[src/rtl/f_pc_ctrl.sv]
// Fetch-stage PC sequencer: owns F_PC, arbitrates next-PC / stall / exception / eret
// redirects, flags fetch address errors and keeps saturating stall statistics.
module f_pc_ctrl #(
  parameter logic [31:0] RESET_PC  = 32'h0000_3000,
  parameter logic [31:0] EXC_ENTRY = 32'h0000_4180,
  parameter logic [31:0] IM_BASE   = 32'h0000_3000,
  parameter logic [31:0] IM_LIMIT  = 32'h0000_6ffc
) (
  input  logic        clk,
  input  logic        reset,
  input  logic        stall,
  input  logic [31:0] npc,
  input  logic        exc_req,
  input  logic        eret_req,
  input  logic [31:0] epc,
  output logic [31:0] F_PC,
  output logic        fetch_valid,
  output logic        f_adel,
  output logic [1:0]  state,
  output logic [15:0] stall_cnt,
  output logic [15:0] stall_events
);

  typedef enum logic [1:0] {
    BOOT  = 2'd0,
    RUN   = 2'd1,
    HOLD  = 2'd2,
    REDIR = 2'd3
  } state_e;

  state_e      state_q, state_d;
  logic [31:0] pc_q, pc_d;
  logic [15:0] cnt_q, cnt_d;
  logic [15:0] evt_q, evt_d;

  function automatic logic [15:0] sat_inc(input logic [15:0] v);
    return (v == 16'hffff) ? v : v + 16'd1;
  endfunction

  always_comb begin
    // NOTE: every next-state signal gets its hold value first, so no path leaves it
    // unassigned and no latch is inferred.
    state_d = state_q;
    pc_d    = pc_q;
    cnt_d   = cnt_q;
    evt_d   = evt_q;
    if (exc_req) begin
      pc_d    = EXC_ENTRY;
      state_d = REDIR;
    end else if (eret_req) begin
      pc_d    = epc;
      state_d = REDIR;
    end else begin
      unique case (state_q)
        // Bubble states always fall through to RUN; stall cannot extend them.
        BOOT, REDIR: state_d = RUN;
        RUN: begin
          if (stall) begin
            state_d = HOLD;
            cnt_d   = sat_inc(cnt_q);
            evt_d   = sat_inc(evt_q);
          end else begin
            pc_d = npc;
          end
        end
        HOLD: begin
          if (stall) begin
            cnt_d = sat_inc(cnt_q);
          end else begin
            pc_d    = npc;
            state_d = RUN;
          end
        end
        default: state_d = BOOT;
      endcase
    end
  end

  // NOTE: sequential state uses non-blocking assignments so every register samples
  // the pre-edge values regardless of statement order.
  always_ff @(posedge clk) begin
    if (reset) begin
      state_q <= BOOT;
      pc_q    <= RESET_PC;
      cnt_q   <= '0;
      evt_q   <= '0;
    end else begin
      state_q <= state_d;
      pc_q    <= pc_d;
      cnt_q   <= cnt_d;
      evt_q   <= evt_d;
    end
  end

  assign F_PC         = pc_q;
  assign state        = state_q;
  assign stall_cnt    = cnt_q;
  assign stall_events = evt_q;
  assign fetch_valid  = (state_q == RUN) || (state_q == HOLD);
  assign f_adel       = fetch_valid &
                        ((pc_q[1:0] != 2'b00) || (pc_q < IM_BASE) || (pc_q > IM_LIMIT));

endmodule

[config.mk]
export PLATFORM = sky130hd
export DESIGN_NAME = f_pc_ctrl
export DESIGN_NICKNAME = d
export VERILOG_FILES = /design/src/rtl/f_pc_ctrl.sv
export SDC_FILE = /design/constraint.sdc
export NUM_CORES = 1
export LEC_CHECK = 0
export ABC_AREA = 1
export CAP_MARGIN = 25
export CELL_PAD_IN_SITES_DETAIL_PLACEMENT = 1
export CELL_PAD_IN_SITES_GLOBAL_PLACEMENT = 2
export CORE_ASPECT_RATIO = 1.2
export CORE_MARGIN = 5
export CORE_UTILIZATION = 20
export DETAILED_ROUTE_END_ITERATION = 7
export MAX_ROUTING_LAYER = met4
export PLACE_DENSITY_LB_ADDON = 0.1
export SLEW_MARGIN = 5
export SYNTH_ARGS = -nofsm -noshare
export SYNTH_HDL_FRONTEND = slang
export SYNTH_SLANG_ARGS = --single-unit
export TNS_END_PERCENT = 5
[constraint.sdc]
create_clock -name clk -period 1.5 [get_ports clk]
set_input_delay 0.15 -clock clk [delete_from_list [all_inputs] [get_ports clk]]
set_output_delay 0.15 -clock clk [all_outputs]
set_load 0.01 [all_outputs]
# After elaboration in Yosys (flattened, before gate mapping)
# Index checks and enable logic that the tools add are counted.
# W data, S select, Z words.
[word_totals] elab_cells=47 register_bits=66 out_inout_bits=68 in_bits=69
[op_classes] magnitude_cmp=2 n_eq_ne=9 reduce_logical=15 n_bitwise=5 add_sub_neg=2 mux=9
[op_table] op="$mux W32" count=3
[op_table] op="$add A16 B1 Y16 const B" count=2
[op_table] op="$eq A16 B16 Y1 const B" count=2
[op_table] op="$gt A32 B15 Y1 const B" count=1
[op_table] op="$lt A32 B14 Y1 const B" count=1
[op_table] op="$mux W15" count=1
[op_table] op="$reduce_and A5 Y1" count=2
[op_table] op="$mux W2" count=4
[op_table] op="$ne A4 B4 Y1 const B" count=2
[op_table] op="$pmux W2 S3" count=1
[op_table] op="$reduce_and A2 Y1" count=3
[op_table] op="$reduce_or A2 Y1" count=3
[op_table] op="$eq A2 B2 Y1 const B" count=2
[op_table] op="$not A1 Y1" count=4
[op_table] op="$reduce_bool A2 Y1" count=2
[op_table] op="$logic_or A1 B1 Y1" count=3
[op_table] op="$ne A3 B1 Y1 const B" count=1
[op_table] op="$reduce_bool A3 Y1" count=1
[op_table] op="$eq A2 B1 Y1 const B" count=1
[op_table] op="$logic_not A2 Y1" count=1
[op_table] op="$ne A2 B1 Y1 const B" count=1
[op_table] op="$and A1 B1 Y1" count=1

# Depth between registers and ports, before layout
[depth] word_depth=5 ltp_mapped=11 ltp_nobuf=10

# Worst setup path before layout
# OpenSTA, ideal clock, no wires.
[synth_path] path_kind="register to register" startpoint="register state_q[0], in the netlist state[0]" endpoint="register cnt_q[13], in the netlist stall_cnt[13]" synth_period_minus_slack_ns=1.630 path_buffers=1 stages_incl_launch_ff=12 setup_ns=0.115 t_arrival_ns=1.515 slack_ns=-0.130 t_required_ns=1.385 cell_sequence="dfxtp_1 -> inv_1 -> ha_1 -> inv_1 -> nand3_2 -> clkinv_1 -> nand2_1 -> nand2_2 -> buf_6 -> nand3_1 -> nand2_1 -> nor2_1"
[synth_between] elab_chain_len=3 word_cells_on_any_way=4 classes_between="2 x eq/ne; 2 x reduce/logical"
[synth_rtl] item="start, declared" line="31" rtl="state_e state_q, state_d;"
[synth_rtl] item="start signal, assigned" line="88" rtl="state_q <= state_d;"
[synth_rtl] item="$eq A2 B1 Y1 or $eq A2 B2 Y1 (tied branches)" line="54" rtl="unique case (state_q)"
[synth_rtl] item="$reduce_or A2 Y1 (no source line) (*)"
[synth_rtl] item="$reduce_and A5 Y1 (no source line) (*)"
[synth_rtl] item="end signal, assigned" line="90" rtl="cnt_q <= cnt_d;"
[synth_rtl] item="end, declared" line="33" rtl="logic [15:0] cnt_q, cnt_d;"
# Every way passes the cells marked *; elsewhere a longest branch is shown, timed or not.
# A chain may end at the register's enable or synchronous reset.

# Worst setup path in the final report
[layout_path] startpoint="register state_q[0], in the netlist state[0]" endpoint="register pc_q[17], in the netlist F_PC[17]"
[layout_between] elab_chain_len=4 word_cells_on_any_way=5 classes_between="2 x eq/ne; 3 x reduce/logical"
[layout_rtl] item="$eq A2 B1 Y1 or $eq A2 B2 Y1 (tied branches)" line="54"
[layout_rtl] item="$reduce_or A2 Y1 (no source line) (*)"
[layout_rtl] item="$reduce_bool A2 Y1 (no source line) (*)"
[layout_rtl] item="$reduce_and A2 Y1 (no source line) (*)"
[layout_rtl] item="end signal, assigned" line="89" rtl="pc_q <= pc_d;"
[layout_rtl] item="end, declared" line="32" rtl="logic [31:0] pc_q, pc_d;"
# Marks and branches as above.

==> impl_metrics.json <==
{
  "grt_setup_unrepaired": "yes",
  "syn_to_final_growth_pct": 78.3,
  "grt_use_total_pct": 15.1,
  "period_minus_slack_ps": 1550,
  "layout_setup_ws_ps": -54.4,
  "nNetsFinal": 791,
  "start_util_pct": 20.1,
  "fin_skew_ps": 4.75,
  "hold_buffers": 0,
  "grt_util_met1_pct": 16.4,
  "clock_latency_ps": 330,
  "ff2ff_path_depth": 8,
  "synth_xor_xnor_area_share_pct": 2.26,
  "setup_viol": 27,
  "syn_avg_cell_area_um2": 6.83,
  "place_congestion": 0.758,
  "outcome": "complete, but fails checks",
  "drt_iter0_drc": 85,
  "syn-num-nets": 584,
  "r2r_start": "state[0]$_SDFFE_PP0P_",
  "synth_area_leaders": "dfxtp_1 38%, nand2_1 18%, nor2_1 8.6%, a311oi_1 6.8%, a21oi_1 4.0%",
  "max_slew.worst_pin.slew_ps": 326,
  "ant_nets": 0,
  "violations": "setup timing",
  "yosys.area.top_type": "dfxtp_1",
  "slew_headroom_pct": 78.1,
  "synth-adder-area-share_pct": 1.43,
  "synth_compound_area_share_pct": 13.8,
  "cts_buffers": 9,
  "place_ws_ps": -263,
  "htreeDepth": 3,
  "cp.required_ps": 1740,
  "holdWs_ps": 395,
  "syn_inst": 511,
  "setup.worst_path.end": "F_PC[17]$_SDFFE_PP0P_",
  "ys_types": 31,
  "start_kind": "flip-flop",
  "path_cells": "inv_2 -> ha_4 -> buf_6 -> o21ai_4 -> buf_12 -> buf_12 -> buf_4 -> a311oi_1",
  "die_w_um": 131,
  "hp-class": "primary input to flip-flop",
  "coreArea_um2": 17400,
  "crit_top_cell": "buf_12",
  "vdd_drop_max_mv": 0.468,
  "path_buf_inv": 5,
  "ys_ff_latch": 66,
  "final_layout_size_suffix_gt1_share_pct": 25.0,
  "netlist_area_um2": 3490,
  "critPathMaxFanout": 20,
  "period_share_pct": 104,
  "rows": 53,
  "grt_pass1_vias": 4576,
  "drv_cap": 0,
  "met2_usage_pct": 25.2,
  "die_area_um2": 20200,
  "root_buffer": "clkbuf_16",
  "use_met3_pct": 5.56,
  "grt_max_degree": 33,
  "wirelength_um": 14100,
  "yosys.area_share.simple_pct": 37.1,
  "grt-ovfl-total": 0,
  "cp-startpoint": "state[0]$_SDFFE_PP0P_",
  "portBuffers": 136,
  "ff2ff_setup_slack_ps": -50,
  "antenna_found_initial": 0,
  "cpPeakStageDelay_ps": 330,
  "drcViolationCount": 0,
  "end_kind": "flip-flop",
  "timing.fmax_mhz": 643,
  "place_hpwl_um": 10800,
  "die_y_um": 155,
  "arrival_ps": 1790,
  "clk_pin_slew_ps": 50,
  "synth_top_family_by_area": "simple AND/OR/NAND/NOR gates",
  "crit_type": "flip-flop to flip-flop",
  "power_leakage_nw": 2.83,
  "clockBufferDepth": 2,
  "maxSlewViolCount": 0,
  "synth_top_cell_area_share_pct": 37.8,
  "total_power_mw": 4.64,
  "crit_slowest_cell": "dfxtp_2",
  "crit_family": "buffers and inverters",
  "yosysWarningCount": 0,
  "finalCoreUtilization_pct": 35.8,
  "synthMuxAreaShare_pct": 0,
  "dr.pass1.iters": 4,
  "grt_pass1_wl_um": 23400,
  "gr-max-usage-layer": "met2",
  "synth-seq-area-share_pct": 37.8,
  "vias": 4139,
  "cts_tree": "done",
  "viasPerCell": 4.40,
  "hold_viol": 0,
  "ios": 137,
  "critical_path_cell_count": 8,
  "rr_endpoint": "F_PC[17]$_SDFFE_PP0P_",
  "avgRoutedWirePerCell_um": 15.0,
  "power_density_nw_per_um2": 745,
  "hold_depth": 3,
  "cts_sinks": 66,
  "diodes": 0
}
## metrics by stage
stage | TNS (ps) | area [µm²] | std cells
floorplan | -144 | 3510 | 511
global placement | -9920 | 5670 | 922
detailed placement | -13100 | 5670 | 922
CTS | -1680 | 6050 | 940
global route | -4630 | 6220 | 940
finish | -777 | 6220 | 940
## layer usage
layer	up-vias	wire, µm
met1	1932	5580
met2	105	7110
li1	2090	-
met5	-	0
met3	12	1220
met4	0	223
## synth_stat cells
cell type,count
o21ai_1,2
a31oi_1,1
o21ai_2,1
nand3_1,19
dfxtp_1,66
nand3_2,5
xnor2_1,3
clkinv_1,2
nor2_2,6
nand4_2,1
nor2_4,4
o311ai_1,2
clkbuf_1,8
o21ai_0,7
nand2_1,170
inv_1,31
a21oi_2,2
a21oi_1,28
nor4_1,1
nand4_1,9
a311oi_1,27
ha_1,4
nor3_1,4
nor3_2,1
o211a_1,1
buf_6,5
xor2_1,6
inv_2,2
nand2_2,4
buf_2,9
nor2_1,80
## where the power goes
part           internal, mW  switching (mW)
Clock                  1.09           0.743
Sequential             1.82          0.0485
Combinational         0.520           0.415
## placed cells by master, fill, tap and decap left out, types with 3 or more instances in the layout
cell and n:
o21ai_0 3, dlymetal6s2s_1 13, clkbuf_1 3, nor3_1 4, xor2_1 6, clkdlybuf4s50_1 92, a311oi_1 24, nor2_2 13
xnor2_1 3, dfxtp_2 18, buf_4 70, nand3_2 6, dlygate4sd2_1 28, nor2_4 5, inv_2 6, o21ai_1 3
buf_12 9, clkbuf_16 9, inv_1 27, nor2_1 72, a21oi_1 20, nand3_1 16, dfxtp_1 48, nand2_1 164
a21oi_2 10, nand4_1 9, nand2_4 4, nand2_2 6, a311oi_2 3
## final cells by class
| cell class | count | area [µm²] |
|---|---|---|
| Clock inverter | 1 | 5.00 |
| Multi-Input combinational cell | 388 | 2110 |
| Fill cell | 2160 | 11100 |
| Timing Repair Buffer | 218 | 2120 |
| Clock buffer | 12 | 236 |
| Tap cell | 220 | 275 |
| Sequential cell | 66 | 1340 |
| Inverter | 35 | 134 |
## worst min-delay path by stage
| stage | from | end | slack (ps) |
|---|---|---|---|
| after global routing | epc[5] | F_PC[5]$_SDFFE_PP0P_ | 400 |
| after CTS | npc[23] | F_PC[23]$_SDFFE_PP0P_ | 380 |
| final | npc[23] | F_PC[23]$_SDFFE_PP0P_ | 400 |
| after detailed placement | F_PC[8]$_SDFFE_PP0P_ | F_PC[8]$_SDFFE_PP0P_ | 490 |
| after global placement | F_PC[5]$_SDFFE_PP0P_ | F_PC[5]$_SDFFE_PP0P_ | 480 |
| after floorplan | reset | stall_cnt[10]$_SDFFE_PP0P_ | 220 |
## flip-flops by register name, indices dropped and copies added (netlist names)
| signal | count |
|---|---|
| stall_cnt | 16 |
| stall_events | 16 |
| F_PC | 32 |
| state | 2 |
## cell families after synthesis
kind of cell / after synthesis
AND/OR/NAND/NOR: 304
XOR/XNOR: 9
AO/OA/AOI/OAI: 71
buffers and inverters: 57
adder cells (fa/ha/maj): 4
flip-flops: 66
## what timing repair did
| action | 4_1_cts | 5_1_grt |
|---|---|---|
| resized for setup | 69 | 58 |
| setup endpoints to repair | 86 | 79 |
| endpoints found under the hold margin | 0 | 0 |
| cloned | 2 | 0 |
| pin swaps | 6 | 12 |
| setup buffers | 3 | 0 |
## worst register-to-register path, stage by stage (launching register included)
cell      delay (ps)
dfxtp_2          330
inv_2             40
ha_4             280
buf_6            100
o21ai_4           70
buf_12           140
buf_12           150
buf_4            140
a311oi_1         210
Note: power is estimated with default switching activity, not from simulation.
